`src/rtl/nn_pkg.sv`:
```
// Shared widths, output limits and the scalar requantisation reference for the NN datapath.
package nn_pkg;

    localparam int unsigned IN_W_DEF  = 16;
    localparam int unsigned OUT_W_DEF = 8;
    localparam int          OUT_MAX   = 127;
    localparam int          OUT_MIN   = -128;

    typedef struct packed {
        logic signed [OUT_W_DEF-1:0] value;
        logic                        sat;
    } rq_t;

    // Full requantisation of one accumulator word: overflow forcing, ReLU, rounded shift, clamp.
    function automatic rq_t requant(input logic signed [IN_W_DEF-1:0] x,
                                    input logic                       ovf,
                                    input int unsigned                shift,
                                    input logic                       relu);
        rq_t                       r;
        logic signed [IN_W_DEF:0]  xe;
        logic signed [IN_W_DEF:0]  rnd;
        logic signed [IN_W_DEF:0]  v;
        r.sat   = 1'b0;
        r.value = '0;
        xe      = '0;
        rnd     = '0;
        v       = '0;
        if (ovf) begin
            // A single wrap flips the sign bit, so the true sign is its inverse.
            r.sat = 1'b1;
            if (x[IN_W_DEF-1]) begin
                r.value = OUT_W_DEF'(OUT_MAX);
            end else begin
                r.value = relu ? '0 : OUT_W_DEF'(OUT_MIN);
            end
        end else begin
            xe = {x[IN_W_DEF-1], x};
            if (relu && xe[IN_W_DEF]) begin
                xe = '0;
            end
            if (shift > 0) begin
                rnd = (IN_W_DEF+1)'(1) << (shift - 1);
            end
            v = (xe + rnd) >>> shift;
            if (v > (IN_W_DEF+1)'(OUT_MAX)) begin
                r.value = OUT_W_DEF'(OUT_MAX);
                r.sat   = 1'b1;
            end else if (v < (IN_W_DEF+1)'(OUT_MIN)) begin
                r.value = OUT_W_DEF'(OUT_MIN);
                r.sat   = 1'b1;
            end else begin
                r.value = OUT_W_DEF'(v);
            end
        end
        return r;
    endfunction

endpackage

```
`src/rtl/act_requant_stage.sv`:
```
// Two-stage requantiser: 16-bit signed accumulators in, 8-bit saturated activations out.
module act_requant_stage
    import nn_pkg::*;
#(
    parameter int unsigned IN_W    = IN_W_DEF,
    parameter int unsigned OUT_W   = OUT_W_DEF,
    parameter int unsigned SHIFT   = 4,
    parameter bit          RELU_EN = 1'b1,
    parameter int unsigned VEC_LEN = 3
) (
    input  logic                    clk,
    input  logic                    reset,
    input  logic                    s_valid,
    output logic                    s_ready,
    input  logic signed [IN_W-1:0]  s_data,
    input  logic                    s_ovf,
    output logic                    m_valid,
    input  logic                    m_ready,
    output logic signed [OUT_W-1:0] m_data,
    output logic                    m_last,
    output logic                    m_sat,
    output logic [15:0]             sat_count,
    output logic                    ovf_seen
);

    localparam int unsigned CNT_W = (VEC_LEN > 1) ? $clog2(VEC_LEN) : 1;
    localparam int unsigned VW    = IN_W + 1;

    localparam logic signed [VW-1:0]    RND   = (SHIFT > 0) ? (VW'(1) << (SHIFT - 1)) : '0;
    localparam logic signed [VW-1:0]    V_MAX = VW'((1 << (OUT_W - 1)) - 1);
    localparam logic signed [VW-1:0]    V_MIN = VW'(-(1 << (OUT_W - 1)));
    localparam logic signed [OUT_W-1:0] D_MAX = OUT_W'(V_MAX);
    localparam logic signed [OUT_W-1:0] D_MIN = OUT_W'(V_MIN);

    logic                    s1_valid;
    logic signed [VW-1:0]    s1_v;
    logic                    s1_ovf;
    logic                    s1_neg;
    logic                    s1_last;
    logic [CNT_W-1:0]        elem_cnt;

    logic                    s2_load;
    logic                    in_fire;
    logic                    out_fire;
    logic signed [VW-1:0]    x_ext;
    logic signed [VW-1:0]    x_relu;
    logic signed [VW-1:0]    v_c;
    logic signed [OUT_W-1:0] s2_data_c;
    logic                    s2_sat_c;

    // Handshake: S2 refills when empty or draining; S1 moves whenever S2 refills.
    always_comb begin
        s2_load  = !m_valid || m_ready;
        s_ready  = !s1_valid || s2_load;
        in_fire  = s_valid && s_ready;
        out_fire = m_valid && m_ready;
    end

    // S1 datapath: optional ReLU, then round-half-up arithmetic shift in IN_W+1 bits.
    always_comb begin
        x_ext  = {s_data[IN_W-1], s_data};
        x_relu = (RELU_EN && x_ext[VW-1]) ? '0 : x_ext;
        v_c    = (x_relu + RND) >>> SHIFT;
    end

    // S1 register: shifted value plus overflow, true-sign and vector-end tags.
    always_ff @(posedge clk) begin
        if (reset) begin
            s1_valid <= 1'b0;
            s1_v     <= '0;
            s1_ovf   <= 1'b0;
            s1_neg   <= 1'b0;
            s1_last  <= 1'b0;
        end else if (s_ready) begin
            s1_valid <= s_valid;
            if (s_valid) begin
                s1_v    <= v_c;
                s1_ovf  <= s_ovf;
                s1_neg  <= ~s_data[IN_W-1];
                s1_last <= (elem_cnt == CNT_W'(VEC_LEN - 1));
            end
        end
    end

    // S2 datapath: overflow forcing or clamp to the signed output range.
    always_comb begin
        s2_data_c = OUT_W'(s1_v);
        s2_sat_c  = 1'b0;
        if (s1_ovf) begin
            s2_sat_c  = 1'b1;
            s2_data_c = s1_neg ? (RELU_EN ? '0 : D_MIN) : D_MAX;
        end else if (s1_v > V_MAX) begin
            s2_sat_c  = 1'b1;
            s2_data_c = D_MAX;
        end else if (s1_v < V_MIN) begin
            s2_sat_c  = 1'b1;
            s2_data_c = D_MIN;
        end
    end

    // S2 register drives the output port directly and holds while stalled.
    always_ff @(posedge clk) begin
        if (reset) begin
            m_valid <= 1'b0;
            m_data  <= '0;
            m_last  <= 1'b0;
            m_sat   <= 1'b0;
        end else if (s2_load) begin
            m_valid <= s1_valid;
            if (s1_valid) begin
                m_data <= s2_data_c;
                m_last <= s1_last;
                m_sat  <= s2_sat_c;
            end
        end
    end

    // Element position within the current vector, advanced per accepted input.
    always_ff @(posedge clk) begin
        if (reset) begin
            elem_cnt <= '0;
        end else if (in_fire) begin
            elem_cnt <= (elem_cnt == CNT_W'(VEC_LEN - 1)) ? '0 : elem_cnt + CNT_W'(1);
        end
    end

    // Status: saturating count of clamped outputs and sticky input-overflow flag.
    always_ff @(posedge clk) begin
        if (reset) begin
            sat_count <= '0;
            ovf_seen  <= 1'b0;
        end else begin
            if (out_fire && m_sat && (sat_count != 16'hFFFF)) begin
                sat_count <= sat_count + 16'd1;
            end
            if (in_fire && s_ovf) begin
                ovf_seen <= 1'b1;
            end
        end
    end

endmodule
```
`config.mk`:
```
export PLATFORM = sky130hd
export DESIGN_NAME = act_requant_stage
export DESIGN_NICKNAME = d
export VERILOG_FILES = /design/src/rtl/nn_pkg.sv /design/src/rtl/act_requant_stage.sv
export SDC_FILE = /design/constraint.sdc
export NUM_CORES = 1
export LEC_CHECK = 0
export CAP_MARGIN = 20
export CORE_MARGIN = 2
export CORE_UTILIZATION = 49
export CTS_BUF_LIST = sky130_fd_sc_hd__clkbuf_16
export CTS_CLUSTER_SIZE = 12
export DETAILED_ROUTE_END_ITERATION = 10
export PLACE_DENSITY = 0.79
export SETUP_SLACK_MARGIN = 0.3
export SYNTH_ARGS = -nofsm -noshare
export SYNTH_HDL_FRONTEND = slang
export SYNTH_SLANG_ARGS = --single-unit
```
`constraint.sdc`:
```
create_clock -name clk -period 2.08 [get_ports clk]
set_clock_uncertainty 0.2 [all_clocks]
set_input_delay 0.416 -clock clk [delete_from_list [all_inputs] [get_ports clk]]
set_output_delay 0.416 -clock clk [all_outputs]
set_load 0.02 [all_outputs]
```
Word level (Yosys, flattened, before mapping)
Index checks and enable logic that the tools add are counted.

storage, ports and cells
  flip-flop bits (word level) = 46
  word-level logic and storage cells = 40
  output and inout port bits = 29
  input port bits = 21

operators by class
  order comparisons = 2
  muxes and demuxes = 9
  $add $sub $neg = 3
  bitwise operators = 1
  equality and inequality tests = 2
  reductions and logical operators = 11

operators with widths
  kind                   number
  $mux 8                 3
  $add 15x4->16 const B  1
  $add 16x1->16 const B  1
  $ne 16x16->1 const B   1
  $mux 15                1
  $lt 13x8->1 const B    1
  $gt 12x7->1 const B    1
  $mux 7                 1
  $logic_and 1x1->1      5
  $reduce_and 2->1       2
  $mux 1                 3
  $add 2x1->2 const B    1
  $eq 2x2->1 const B     1
  $logic_not 1->1        2
  $logic_or 1x1->1       2
  $mux 2                 1
  $not 1->1              1

Logic depth before layout (Yosys ltp)
  depth in word-level cells = 5
  gate-level depth with buffers = 6
  depth with buffers taken out = 6

Least setup slack after synthesis
Ideal clock, no wire load.

  path type = register -> register
  from = register sat_count[0]
  to = register sat_count[10]
  required time = 1.810 ns
  slack = 0.148 ns
  data arrival time = 1.662 ns
  path buffers = 0
  period minus slack after synthesis = 1.932 ns
  stages on the path, launching flop included = 6
  library setup time = 0.070 ns
  cell sequence = dfxtp_1 > ha_1 > and4_1 > nand2_1 > or4_1 > a21oi_1

on the way
  cells in the longest elaborated chain, start to end = 2
  elaborated cells on any way between the ends = 3
  those cells by class = add/sub: 1; eq/ne: 1; reduce/logical: 1

RTL lines
  item                                                   RTL line                  source
  start: declaration                                     act_requant_stage.sv:22   output logic [15:0] sat_count,
  start signal: assignment                               act_requant_stage.sv:134  sat_count <= sat_count + 16'd1;
  branches (longest 2 deep; another with $add 16x1->16)  -

Parallel ways; which one is timed is not known.
A chain may end at the register's enable or synchronous reset.

Final worst setup path
  from = register sat_count[0]
  to = register sat_count[14]

Same word-level chain as after synthesis.

==> flow_metrics.tcl <==
set metrics [dict create \
    worst_pin_slew_ns 0.404 \
    yosysSeqAreaShare 0.442 \
    htreeDepth 2 \
    power.density_nw_per_um2 593 \
    rsz0062_at_grt "yes" \
    r2r-end "sat_count[14]" \
    r2r_cells 5 \
    stdcell_count 395 \
    port_buffers 46 \
    initial_core_util 0.513 \
    die_area_um2 4790 \
    ys_ff_latch 46 \
    cp-endpoint "sat_count[14]" \
    clkTransAtPathRegs_ns 0.07 \
    globalplace.congestion 0.857 \
    nets 367 \
    antenna_found_initial 0 \
    synth.distinct_cells 38 \
    crit_fanout 4 \
    syn_area_um2 2080 \
    status "completed" \
    setup_viol 0 \
    synth.avg_cell_area_um2 8.57 \
    synth_edf_count 0 \
    start_kind "flop" \
    crit_chain "ha_4 > nand4_1 > buf_4 > or4_1 > a21oi_1" \
    grt_pass1_vias 2172 \
    ff2ff_setup_slack_ns 0.24 \
    areaGrowthSynthToFinish_pct 58.6 \
    drtAntennaViolNets 0 \
    rows 23 \
    hp-class "flop to flop" \
    vias 2347 \
    ys.flop_type "dfxtp_1" \
    grt_start_max_net_pins 17 \
    clock_latency_ns 0.29 \
    crit_buf_inv 1 \
    synth_cells 243 \
    ys_async_sr_fraction 0 \
    post-route-util 0.814 \
    slowest_delay_ns 0.52 \
    required_ns 2.10 \
    cts_sinks 46 \
    end_kind "flop" \
    hold_buffers 0 \
    rr_startpoint "sat_count[0]" \
    crit_family "simple AND/OR/NAND/NOR gates" \
    cp-startpoint "sat_count[0]" \
    path_depth 5 \
    hold_viol 0 \
    yosys_warnings 0 \
    leakagePower_nw 1.42 \
    cts_made_buffers 5 \
    grt_pass1_wl_um 10000 \
    core_area_um2 4060 \
    crit_arrival_ns 1.86 \
    period_needed_ns 1.84 \
    synth_fp_nets 266 \
    maxSlewViolCount 0 \
    drt_wl_total_um 6340 \
    cts_tree "built" \
    fin_crit_sh 0.885 \
    grtUsageTotal 0.256 \
    fp.dieW_um 69.2 \
    drt_pass1_iterations 4 \
    slowest_stage "or4_1" \
    ir_drop_v 0.000431 \
    drive_gt1_frac 0.310 \
    fmax_ghz 0.543 \
    drt-initial-drc-count 245 \
    grt-ovfl-total 0 \
    insertedDiodeCount 0 \
    root_buffer "clkbuf_16" \
    wl_per_cell_um 16.0 \
    max-slew-margin-rel 0.730 \
    dieHeight_um 69.2 \
    fillCellCount 247 \
    critPathKind "flop to flop" \
    hpwl_um 3920 \
    placedCellCount 375 \
    clk_path_buf_depth 2 \
    cap_violations 0 \
    via_per_inst 5.94 \
    drcViolationCount 0 \
    ios 50 \
]
routing by layer:
layer | wire length (um) | vias to the layer above | global-route usage
met5 | 0 | - | 0
met4 | 123 | 0 | 0.0850
met3 | 401 | 19 | 0.0567
met2 | 3170 | 92 | 0.422
met1 | 2640 | 1122 | 0.331
li1 | - | 1114 | -
metrics by stage:
| step | hold slack, ns | setup slack, ns | setup TNS [ns] | total power [mW] | area [um^2] |
|---|---|---|---|---|---|
| after floorplan | 0.227 | 0.293 | 0 | 1.04 | 2110 |
| after global placement | 0.237 | -0.210 | -1.97 | 1.15 | 2930 |
| after detailed placement | 0.246 | -0.249 | -2.78 | 1.16 | 2930 |
| after CTS | 0.251 | 0.259 | 0 | 1.95 | 3170 |
| after global routing | 0.280 | 0.168 | 0 | 2.03 | 3300 |
| final | 0.249 | 0.238 | 0 | 1.96 | 3300 |
timing repair:
action                     CTS  global route
pin swaps                    7            10
setup endpoints to repair   57            21
gates cloned                 1             0
setup buffers                3             8
resized for setup           54            28
power breakdown:
part           switching, mW  total, mW  internal, mW  leakage [nW]
sequential            0.0187      0.925         0.906         0.383
combinational          0.119      0.220         0.101         0.968
clock                  0.365      0.815         0.451        0.0708
cell type report:
| cell class | count | area [um^2] | area share |
|---|---|---|---|
| clock buffer | 5 | 125 | 0.0379 |
| clock inverter | 3 | 22.5 | 0.00682 |
| inverter | 4 | 15.0 | 0.00454 |
| multi-input combinational | 186 | 1270 | 0.384 |
| sequential | 46 | 948 | 0.287 |
| tap | 50 | 62.6 | 0.0189 |
| timing repair buffer | 101 | 862 | 0.261 |
state kept, by name, indices dropped and copies added, names as in the netlist:
name / cells
s1_valid: 1
elem_cnt: 2
m_sat: 1
s1_ovf: 1
s1_last: 1
m_data: 8
sat_count: 16
ovf_seen: 1
s1_v: 12
m_valid: 1
m_last: 1
s1_neg: 1
layout by cell type (no fill, tap or decap), types with 3 or more instances in the layout:
cell type	synthesis	layout
a21oi_2	0	3
clkdlybuf4s50_1	0	6
dfxtp_4	0	3
o21ai_1	3	3
xor2_1	6	6
o41ai_1	3	3
nand2_1	31	29
or3_1	10	10
o31ai_1	3	3
nand4_1	6	6
nor3_1	6	4
o21ai_0	12	12
and3_1	4	4
and4_4	1	3
inv_1	4	4
dfxtp_2	0	13
buf_4	0	50
xnor2_1	4	4
or4_1	5	3
dlymetal6s2s_1	0	7
nand3_1	16	15
nor2_1	8	7
buf_6	1	5
a21oi_1	31	28
o2bb2ai_1	6	6
nand3b_1	4	4
dlygate4sd2_1	0	30
dfxtp_1	46	30
clkbuf_16	0	5
nor2b_4	0	3
synthesized netlist by cell type, types with 4 or more instances:
| master | number | area [um^2] |
|---|---|---|
| nand3b_1 | 4 | 30.0 |
| inv_1 | 4 | 15.0 |
| dfxtp_1 | 46 | 921 |
| and3_1 | 4 | 25.0 |
| nor2_1 | 8 | 30.0 |
| nor3_1 | 6 | 30.0 |
| or4_1 | 5 | 37.5 |
| nand3_1 | 16 | 80.1 |
| xor2_1 | 6 | 52.6 |
| xnor2_1 | 4 | 35.0 |
| o2bb2ai_1 | 6 | 52.6 |
| a21oi_1 | 31 | 155 |
| or3_1 | 10 | 62.6 |
| o21ai_0 | 12 | 60.1 |
| nor2b_1 | 4 | 25.0 |
| nand4_1 | 6 | 37.5 |
| clkbuf_1 | 6 | 22.5 |
| nand2_1 | 31 | 116 |
tightest hold or removal path, stage by stage (launching register included):
cell	delay (ns)
dfxtp_1	0.31
nand2_1	0.05
a21oi_1	0.05
logic make-up (layout without fill, tap and decap cells):
group,after synthesis,after routing,synth area share
AND/OR/NAND/NOR,106,106,0.278
AO/OA/AOI/OAI,66,67,0.196
flip-flops,46,46,0.442
buffers and inverters,12,113,0.0252
XOR/XNOR,10,10,0.0420
adder cells (fa/ha/maj),2,2,0.0120
multiplexers,1,1,0.00480
worst min-delay path by stage:
stage | cells past startpoint | end | startpoint
finish | 2 | m_data[3] | m_data[3]
global route | 2 | s1_v[4] | s1_v[4]
CTS | 2 | m_data[3] | m_data[3]
detailed placement | 2 | m_data[3] | m_data[3]
global placement | 2 | s1_v[4] | s1_v[4]
floorplan | 1 | s1_v[5] | s1_v[5]
(Power assumes the default switching activity.)
